**config.mk**
```make
export PLATFORM = sky130hd
export DESIGN_NAME = uart_rx_pid_parser
export DESIGN_NICKNAME = d
export VERILOG_FILES = /design/src/rtl/uart_rx_pid_parser.sv
export SDC_FILE = /design/constraint.sdc
export NUM_CORES = 1
export LEC_CHECK = 0
export CAP_MARGIN = 25
export CORE_MARGIN = 2
export CORE_UTILIZATION = 54
export CTS_CLUSTER_DIAMETER = 30
export CTS_CLUSTER_SIZE = 24
export DETAILED_ROUTE_END_ITERATION = 7
export GPL_ROUTABILITY_DRIVEN = 1
export PLACE_DENSITY = 0.9
export SKIP_CTS_REPAIR_TIMING = 1
export SYNTH_ARGS = -nofsm -noshare
export SYNTH_HDL_FRONTEND = slang
export SYNTH_SLANG_ARGS = --single-unit
```
**constraint.sdc**
```tcl
create_clock -name clk -period 3.15 [get_ports clk]
set_input_delay 0.945 -clock clk [delete_from_list [all_inputs] [get_ports clk]]
set_output_delay 0.945 -clock clk [all_outputs]
set_load 0.02 [all_outputs]
```
**src/rtl/uart_rx_pid_parser.sv**
```systemverilog
// UART byte-stream frame parser: AA, PID, four payload bytes, 55.
// Frames with a bad PID, bad trailer or an inter-byte timeout are discarded.
module uart_rx_pid_parser #(
  parameter logic [15:0] TIMEOUT_CYCLES = 16'd50000
) (
  input  logic        clk,
  input  logic        rst,
  input  logic [7:0]  rx_data,
  input  logic        rx_valid,
  output logic [31:0] frame_data,
  output logic        frame_test,
  output logic        frame_valid,
  output logic        frame_err,
  output logic [7:0]  err_count,
  output logic        busy
);

  typedef enum logic [1:0] {
    S_HUNT,
    S_PID,
    S_DATA,
    S_END
  } state_t;

  localparam logic [7:0] SOF   = 8'hAA;
  localparam logic [7:0] EOF   = 8'h55;
  localparam logic [7:0] PID_T = 8'h42;
  localparam logic [7:0] PID_N = 8'h69;

  state_t      state;
  state_t      state_nxt;
  logic [31:0] work;
  logic [1:0]  idx;
  logic        pid_test;
  logic [15:0] gap;
  logic        timeout;
  logic        valid_nxt;
  logic        err_nxt;
  logic        latch_pid;
  logic        store;
  logic        commit;

  assign busy = (state != S_HUNT);

  // The gap reaches the limit on this edge unless a byte arrives now.
  assign timeout = busy && !rx_valid &&
                   (gap >= TIMEOUT_CYCLES - 16'd1);

  always_comb begin
    state_nxt = state;
    valid_nxt = 1'b0;
    err_nxt   = 1'b0;
    latch_pid = 1'b0;
    store     = 1'b0;
    commit    = 1'b0;
    if (timeout) begin
      err_nxt   = 1'b1;
      state_nxt = S_HUNT;
    end else if (rx_valid) begin
      unique case (state)
        S_HUNT: begin
          if (rx_data == SOF) state_nxt = S_PID;
        end
        S_PID: begin
          if (rx_data == PID_T || rx_data == PID_N) begin
            latch_pid = 1'b1;
            state_nxt = S_DATA;
          end else if (rx_data != SOF) begin
            err_nxt   = 1'b1;
            state_nxt = S_HUNT;
          end
        end
        S_DATA: begin
          store = 1'b1;
          if (idx == 2'd3) state_nxt = S_END;
        end
        S_END: begin
          if (rx_data == EOF) begin
            commit    = 1'b1;
            valid_nxt = 1'b1;
            state_nxt = S_HUNT;
          end else begin
            err_nxt   = 1'b1;
            state_nxt = (rx_data == SOF) ? S_PID : S_HUNT;
          end
        end
        default: state_nxt = S_HUNT;
      endcase
    end
  end

  always_ff @(posedge clk) begin
    if (rst) begin
      state       <= S_HUNT;
      frame_data  <= '0;
      frame_test  <= 1'b0;
      frame_valid <= 1'b0;
      frame_err   <= 1'b0;
      err_count   <= '0;
      gap         <= '0;
      work        <= '0;
      idx         <= '0;
      pid_test    <= 1'b0;
    end else begin
      state       <= state_nxt;
      frame_valid <= valid_nxt;
      frame_err   <= err_nxt;
      if (err_nxt && err_count != 8'hFF)
        err_count <= err_count + 8'd1;
      if (latch_pid) begin
        pid_test <= (rx_data == PID_T);
        idx      <= '0;
      end
      if (store) begin
        work[{idx, 3'b000} +: 8] <= rx_data;
        idx <= idx + 2'd1;
      end
      if (commit) begin
        frame_data <= work;
        frame_test <= pid_test;
      end
      if (!busy || rx_valid)
        gap <= '0;
      else if (gap != 16'hFFFF)
        gap <= gap + 16'd1;
    end
  end

endmodule

```
# Word-level counts from Yosys, hierarchy flattened
# Cells that the tools add are included.
[word_totals] reg_bits=96 output_inout_bits=44 word_cells=71
[op_classes] addsub=4 magnitude_cmp=1 eq_ne=14 n_shift=2 muxes=27 reduce_logical=13
[ops] operator="$bwmux 32" n=1
[ops] operator="$shift 8x7->32 const A" n=1
[ops] operator="$shiftx 8x7->32" n=1
[ops] operator="$eq 8x7->1 const B" n=3
[ops] operator="$mux 1" n=18
[ops] operator="$add 16x1->16 const B" n=1
[ops] operator="$ge 16x16->1 const B" n=1
[ops] operator="$ne 16x16->1 const B" n=1
[ops] operator="$ne 8x8->1 const B" n=2
[ops] operator="$mux 2" n=6
[ops] operator="$add 8x1->8 const B" n=1
[ops] operator="$eq 8x8->1 const B" n=1
[ops] operator="$pmux 2 s4" n=1
[ops] operator="$neg 5->7" n=1
[ops] operator="$eq 2x2->1 const B" n=3
[ops] operator="$ne 2x2->1 const B" n=2
[ops] operator="$reduce_and 4->1" n=1
[ops] operator="$reduce_bool 2->1" n=2
[ops] operator="$reduce_or 2->1" n=2
[ops] operator="$logic_and 1x1->1" n=3
[ops] operator="$ne 3x3->1 const B" n=1
[ops] operator="$add 2x1->2 const B" n=1
[ops] operator="$eq 2x1->1 const B" n=1
[ops] operator="$logic_not 1->1" n=2
[ops] operator="other kinds (3)" n=4

# Depth between registers and ports, before layout
[depth] depth_word=8 mapped_depth=8

# Worst setup path before layout
# OpenSTA, ideal clock, no wires.
[synth_path] kind="input -> register" start="in rx_data[5]" end="reg err_count[1]" arrival_ns=2.403 setup_slack_ns=0.619 cell_stages=8 path_cell_list="buf_2 > nor4b_1 > nand4b_1 > a21oi_1 > a2bb2oi_1 > buf_6 > mux2i_1 > nor2_1"
[synth_via] elab_chain_len=7
[synth_lines] element="start: declaration" line_no="8" rtl="input logic [7:0] rx_data,"
[synth_lines] element="$ne 8x8->1 / $eq 8x7->1 (equally long branches)" line_no="68, 65"
[synth_lines] element="$mux 1 / $logic_or 1x1->1 (equally long branches)" line_no="68, 65"
[synth_lines] element="$mux 1" line_no="65" rtl="if (rx_data == PID_T || rx_data == PID_N) begin"
[synth_lines] element="$pmux 1 s2 *" line_no="60" rtl="unique case (state)"
[synth_lines] element="$mux 1 *" line_no="59" rtl="end else if (rx_valid) begin"
[synth_lines] element="$mux 1 *" line_no="56" rtl="if (timeout) begin"
[synth_lines] element="$logic_and 1x1->1 *" line_no="108" rtl="if (err_nxt && err_count != 8'hFF)"
[synth_lines] element="end signal: assignment" line_no="109" rtl="err_count <= err_count + 8'd1;"
[synth_lines] element="end: declaration" line_no="14" rtl="output logic [7:0] err_count,"
# Mark *: on every way between the ends. The rest lies on a longest branch, timed or not.
# A chain may end at the register's enable or synchronous reset.

# Final worst setup path
[layout_path] start="in rx_data[7]" end="reg err_count[5]"
# Same word-level chain as after synthesis.

==> flow_results.org <==
** Logic synthesis
- Count of different cell masters after synthesis :: 43
- Top post-synthesis cells by count :: 116 x sky130_fd_sc_hd__nand2_1, 96 x sky130_fd_sc_hd__dfxtp_1, 77 x sky130_fd_sc_hd__a21oi_1, 41 x sky130_fd_sc_hd__nand3_1, 29 x sky130_fd_sc_hd__nor2_1
- Among all flip-flop cells after synthesis, the most frequent one is sky130_fd_sc_hd__dfxtp_1.
- Netlist area before placement :: 3900 um2
- When the netlist entered floorplanning its net count stood at 500.
- Synthesis inferred 96 register bits.
- After synthesis, the share of flip-flops with an asynchronous set or reset is 0%.
- Summed over all instances, the cell type with the most area after synthesis is sky130_fd_sc_hd__dfxtp_1.
- In this run the biggest area consumer among cell types represents between 40% and 50% of the synthesized area.
- Mean cell area of the mapped netlist :: between 8 and 9 um2
- Warnings from Yosys :: 0
- The share of the Yosys chip area taken by registers is ~49%.
- In the post-synthesis netlist, the cell with the most instances is sky130_fd_sc_hd__nand2_1.
- The synthesized design contains 0 enable-type register cells.
- Gate count after technology mapping :: just under 500
- By area the synthesized netlist is led by sky130_fd_sc_hd__dfxtp_1 49%, sky130_fd_sc_hd__nand2_1 11%, sky130_fd_sc_hd__a21oi_1 9.9%.

** CTS
- The H-tree was split into 3 levels.
- TritonCTS sink count :: 96
- TritonCTS built the clock tree.
- Counting the buffers created by CTS gives 9.
- Clock-pin slew was measured on the worst setup and hold paths at 0.09 ns.
- For the worst-skew pair, the clock arrives at the later sink with an insertion delay of 0.37 ns.
- Maximum buffer depth of the clock tree :: 2
- Root Buffer Master :: sky130_fd_sc_hd__clkbuf_8

** Power and ir drop
- Sequential cells account for just under 60% of the total power.
- Sw Pwr :: ~470 uW
- Leakage dissipation :: between 1.5 and 2 nW
- Combinational logic is responsible for under 10% of the overall power.
- In this run, the clock network consumes roughly 39% of the power.
- The worst-case IR drop observed on VDD is 0.264 mV.
- PwrDens :: approximately 430 nW/um2
- Switching Fraction :: 22.6%
- The internal power of the cells totals roughly 1.6 mW.

** Worst setup path
- Cell depth of the worst flop-to-flop path :: 8
- The worst setup path is captured at a register.
- In this run the worst path has a maximum fanout of 14.
- Arrival @ worst endpoint :: ~3 ns
- STA classifies the critical path startpoint as an input port.
- The number of buffers and inverters on the critical path is 2.
- Family of cells with the greatest summed delay on the critical path :: simple AND/OR/NAND/NOR gates
- Data required time of the worst path :: roughly 3.5 ns
- The endpoint identified for the worst register-to-register timing path is err_count[5].
- Traced cell by cell, the critical path runs through clkdlybuf4s50_1, and4bb_1, nor4b_4, or3b_1, a2bb2oi_1, buf_4, or4_1, a21oi_1.
- Path type of the worst setup path :: input port to register
- The worst register-to-register path begins at gap[0].
- Setup slack on the worst reg-to-reg path comes out at 1.00 ns.
- Library cell contributing the largest single delay on the critical path :: sky130_fd_sc_hd__clkdlybuf4s50_1
- Largest stage delay, worst path :: ~0.47 ns

** STA
- Setup repair after global routing missed its margin :: no
- The worst path uses about nine tenths of the clock period.
- The hold violation count in the final report is 0.
- Counting I/O delays and the setup requirement, the final critical path takes about 2.8 ns.
- At the pin with the least slew margin, the transition time is between 0.8 and 0.9 ns.
- Max Transition Viols Final :: 0
- Setup Total Neg Slack :: 0 ns
- Static timing analysis puts the maximum clock frequency at approximately 360 MHz.
- Number of setup violations in the final report :: 0
- On the final layout, the worst clock skew is approximately 0.011 ns.
- Headroom to the max-slew limit :: 42.7%

** Placed design
- Final estimated routing congestion in global placement :: approximately 0.90
- Port Buffer Count :: 54
- Detailed placement finished with a half-perimeter wire length of about 5900 um.
- After detailed placement, the total cell area comes to between 4000 and 5000 um2.

** GRT
- In this run the most used layer during global routing was met2.
- In the global route stage, met2 resource usage came out at between 30% and 40%.
- In the global route stage, met3 resource usage came out at under 10%.
- Largest net degree at the start of global routing :: slightly above 80
- Via count of the first global-routing pass :: 3226
- Overall overflow remaining after global route :: 0
- Met1 demand-to-capacity share in global routing :: 28.8%
- Antenna violations before repair :: 0
- First-pass GRT wire length :: between 10000 and 15000 um
- For this run, the total global-route usage over all layers was measured as between 20% and 30%.

** Route
- The first detailed-routing pass ran for 7 iterations.
- Initial DRC count :: between 200 and 300
- Total via count after detailed routing :: about 3500
- In the final routed layout, each cell accounts on average for 13.6 um.
- Detailed-route DRC error count :: 0
- In the routed layout, each cell is associated on average with a via count of 5.49.
- Antenna violation net count after detailed routing :: 0
- For this block, the routed nets add up to 8720 um of wire.

** Final layout
- The post-route netlist has ~7% of its cells at a drive strength greater than 1.
- Compared with the post-synthesis result, the final layout area differs by 23.0%.
- Antenna cells :: 0
- The finished cells cover 4800 um2.
- Number of nets in the finished design :: about 560

** Floorplan
- Core Area :: a little under 7000 um2
- Std-Cell Rows :: 30
- From left edge to right edge, the die measures ~89 um.
- Die boundary height :: just under 90 um
- 55 I/O pins were placed.
- Effective utilization at floorplan :: a little under three fifths
- Die footprint :: 7920 um2

** Run status
- Outcome :: complete, no violations

** Worst hold path
- Hold path startpoint :: frame_data[4]
- Worst Hold Endpoint :: frame_data[4]
- Cell count of the worst hold path :: 2
- Hold/Removal Path Class :: register to register

** Flow run
- Maximum Capacitance Violations :: 0
==> cells by family (layout without fill, tap and decap cells) <==
kind of cell | Yosys count | in the layout | share of synthesized area [%]
fa+ha+maj | 8 | 8 | 2.57
simple gates | 234 | 234 | 27.9
flops | 96 | 96 | 49.3
xor+xnor | 13 | 13 | 2.92
buf+inv | 32 | 96 | 3.34
compound gates | 95 | 95 | 13.2
mux | 3 | 3 | 0.770
==> flip-flops by register name, summed over array words and instances, names as in the netlist, named ones only <==
name,cells
frame_data,32
work,32
gap,16
err_count,8
idx,2
frame_err,1
frame_test,1
frame_valid,1
pid_test,1
state,1
==> cells in the final DEF, fill, tap and decap left out, types with 2 or more instances in the layout <==
cell type	n
sky130_fd_sc_hd__ha_1	8
sky130_fd_sc_hd__dfxtp_1	96
sky130_fd_sc_hd__inv_1	6
sky130_fd_sc_hd__buf_4	20
sky130_fd_sc_hd__and3_1	8
sky130_fd_sc_hd__o2111ai_1	2
sky130_fd_sc_hd__and2_1	4
sky130_fd_sc_hd__nor3b_1	3
sky130_fd_sc_hd__nor2_1	29
sky130_fd_sc_hd__xnor2_1	10
sky130_fd_sc_hd__clkdlybuf4s50_1	53
sky130_fd_sc_hd__a21oi_1	77
sky130_fd_sc_hd__clkbuf_8	9
sky130_fd_sc_hd__nand2_1	116
sky130_fd_sc_hd__o31ai_1	2
sky130_fd_sc_hd__nor3_1	7
sky130_fd_sc_hd__or3_1	7
sky130_fd_sc_hd__a31oi_1	2
sky130_fd_sc_hd__and4_1	2
sky130_fd_sc_hd__nand4_1	4
sky130_fd_sc_hd__clkinvlp_4	2
sky130_fd_sc_hd__o21ai_0	5
sky130_fd_sc_hd__nand2b_1	3
sky130_fd_sc_hd__nand3_1	41
sky130_fd_sc_hd__xor2_1	3
sky130_fd_sc_hd__mux2i_1	3
==> power groups by stage <==
stage	Clock (mW)	Combinational, mW	Sequential (mW)
finish	0.805	0.0563	1.21
global route	0.867	0.0594	1.21
CTS	0.819	0.0552	1.21
detailed placement	0	0.0549	1.24
global placement	0	0.0543	1.24
floorplan	0	0.0217	1.24
==> layout make-up <==
| type | instances | area (um2) |
|---|---|---|
| clock buffers | 10 | 128 |
| clock inverters | 6 | 67.6 |
| fillers | 559 | 2110 |
| inverters | 6 | 22.5 |
| multi-input cells | 353 | 1850 |
| flip-flops and latches | 96 | 1920 |
| well taps | 96 | 120 |
| repair buffers | 74 | 686 |
==> tightest hold or removal path: cells and delay by family, from the launching register on <==
family	cells	cell delay (ns)
AOI/OAI and AO/OA	1	0.05
DFF	1	0.32
and+or+nand+nor	1	0.05
==> stage by stage <==
| stage | utilization, % | hold slack, ns | total power, mW | cells | worst slack [ns] |
|---|---|---|---|---|---|
| 5_1_grt | 69.4 | 0.471 | 2.14 | 641 | 0.278 |
| 4_1_cts | 69.4 | 0.457 | 2.09 | 641 | 0.383 |
| 3_5_place_dp | 66.6 | 0.443 | 1.30 | 625 | 0.00326 |
| 3_3_place_gp | 66.6 | 0.440 | 1.30 | 625 | 0.0168 |
| 6_report | 69.4 | 0.457 | 2.07 | 641 | 0.360 |
| 2_1_floorplan | - | 0.432 | 1.26 | 481 | 0.619 |
==> per-layer routing <==
metal	routed length, um	vias to the layer above
li1	-	1756
met4	174	0
met2	4220	109
met5	0	-
met3	443	14
met1	3880	1642
==> how the worst max path moves through the flow <==
stage / cells past startpoint / slack, ns / end / startpoint
after global routing: 9 / 0.28 / err_count[1] / rx_data[7]
after detailed placement: 8 / 0.003 / err_count[5] / rx_data[7]
final: 8 / 0.36 / err_count[5] / rx_data[7]
after floorplan: 8 / 0.62 / err_count[1] / rx_data[5]
after global placement: 8 / 0.02 / err_count[5] / rx_data[7]
after CTS: 8 / 0.38 / err_count[5] / rx_data[7]
Note: power is estimated with default switching activity, not from simulation.
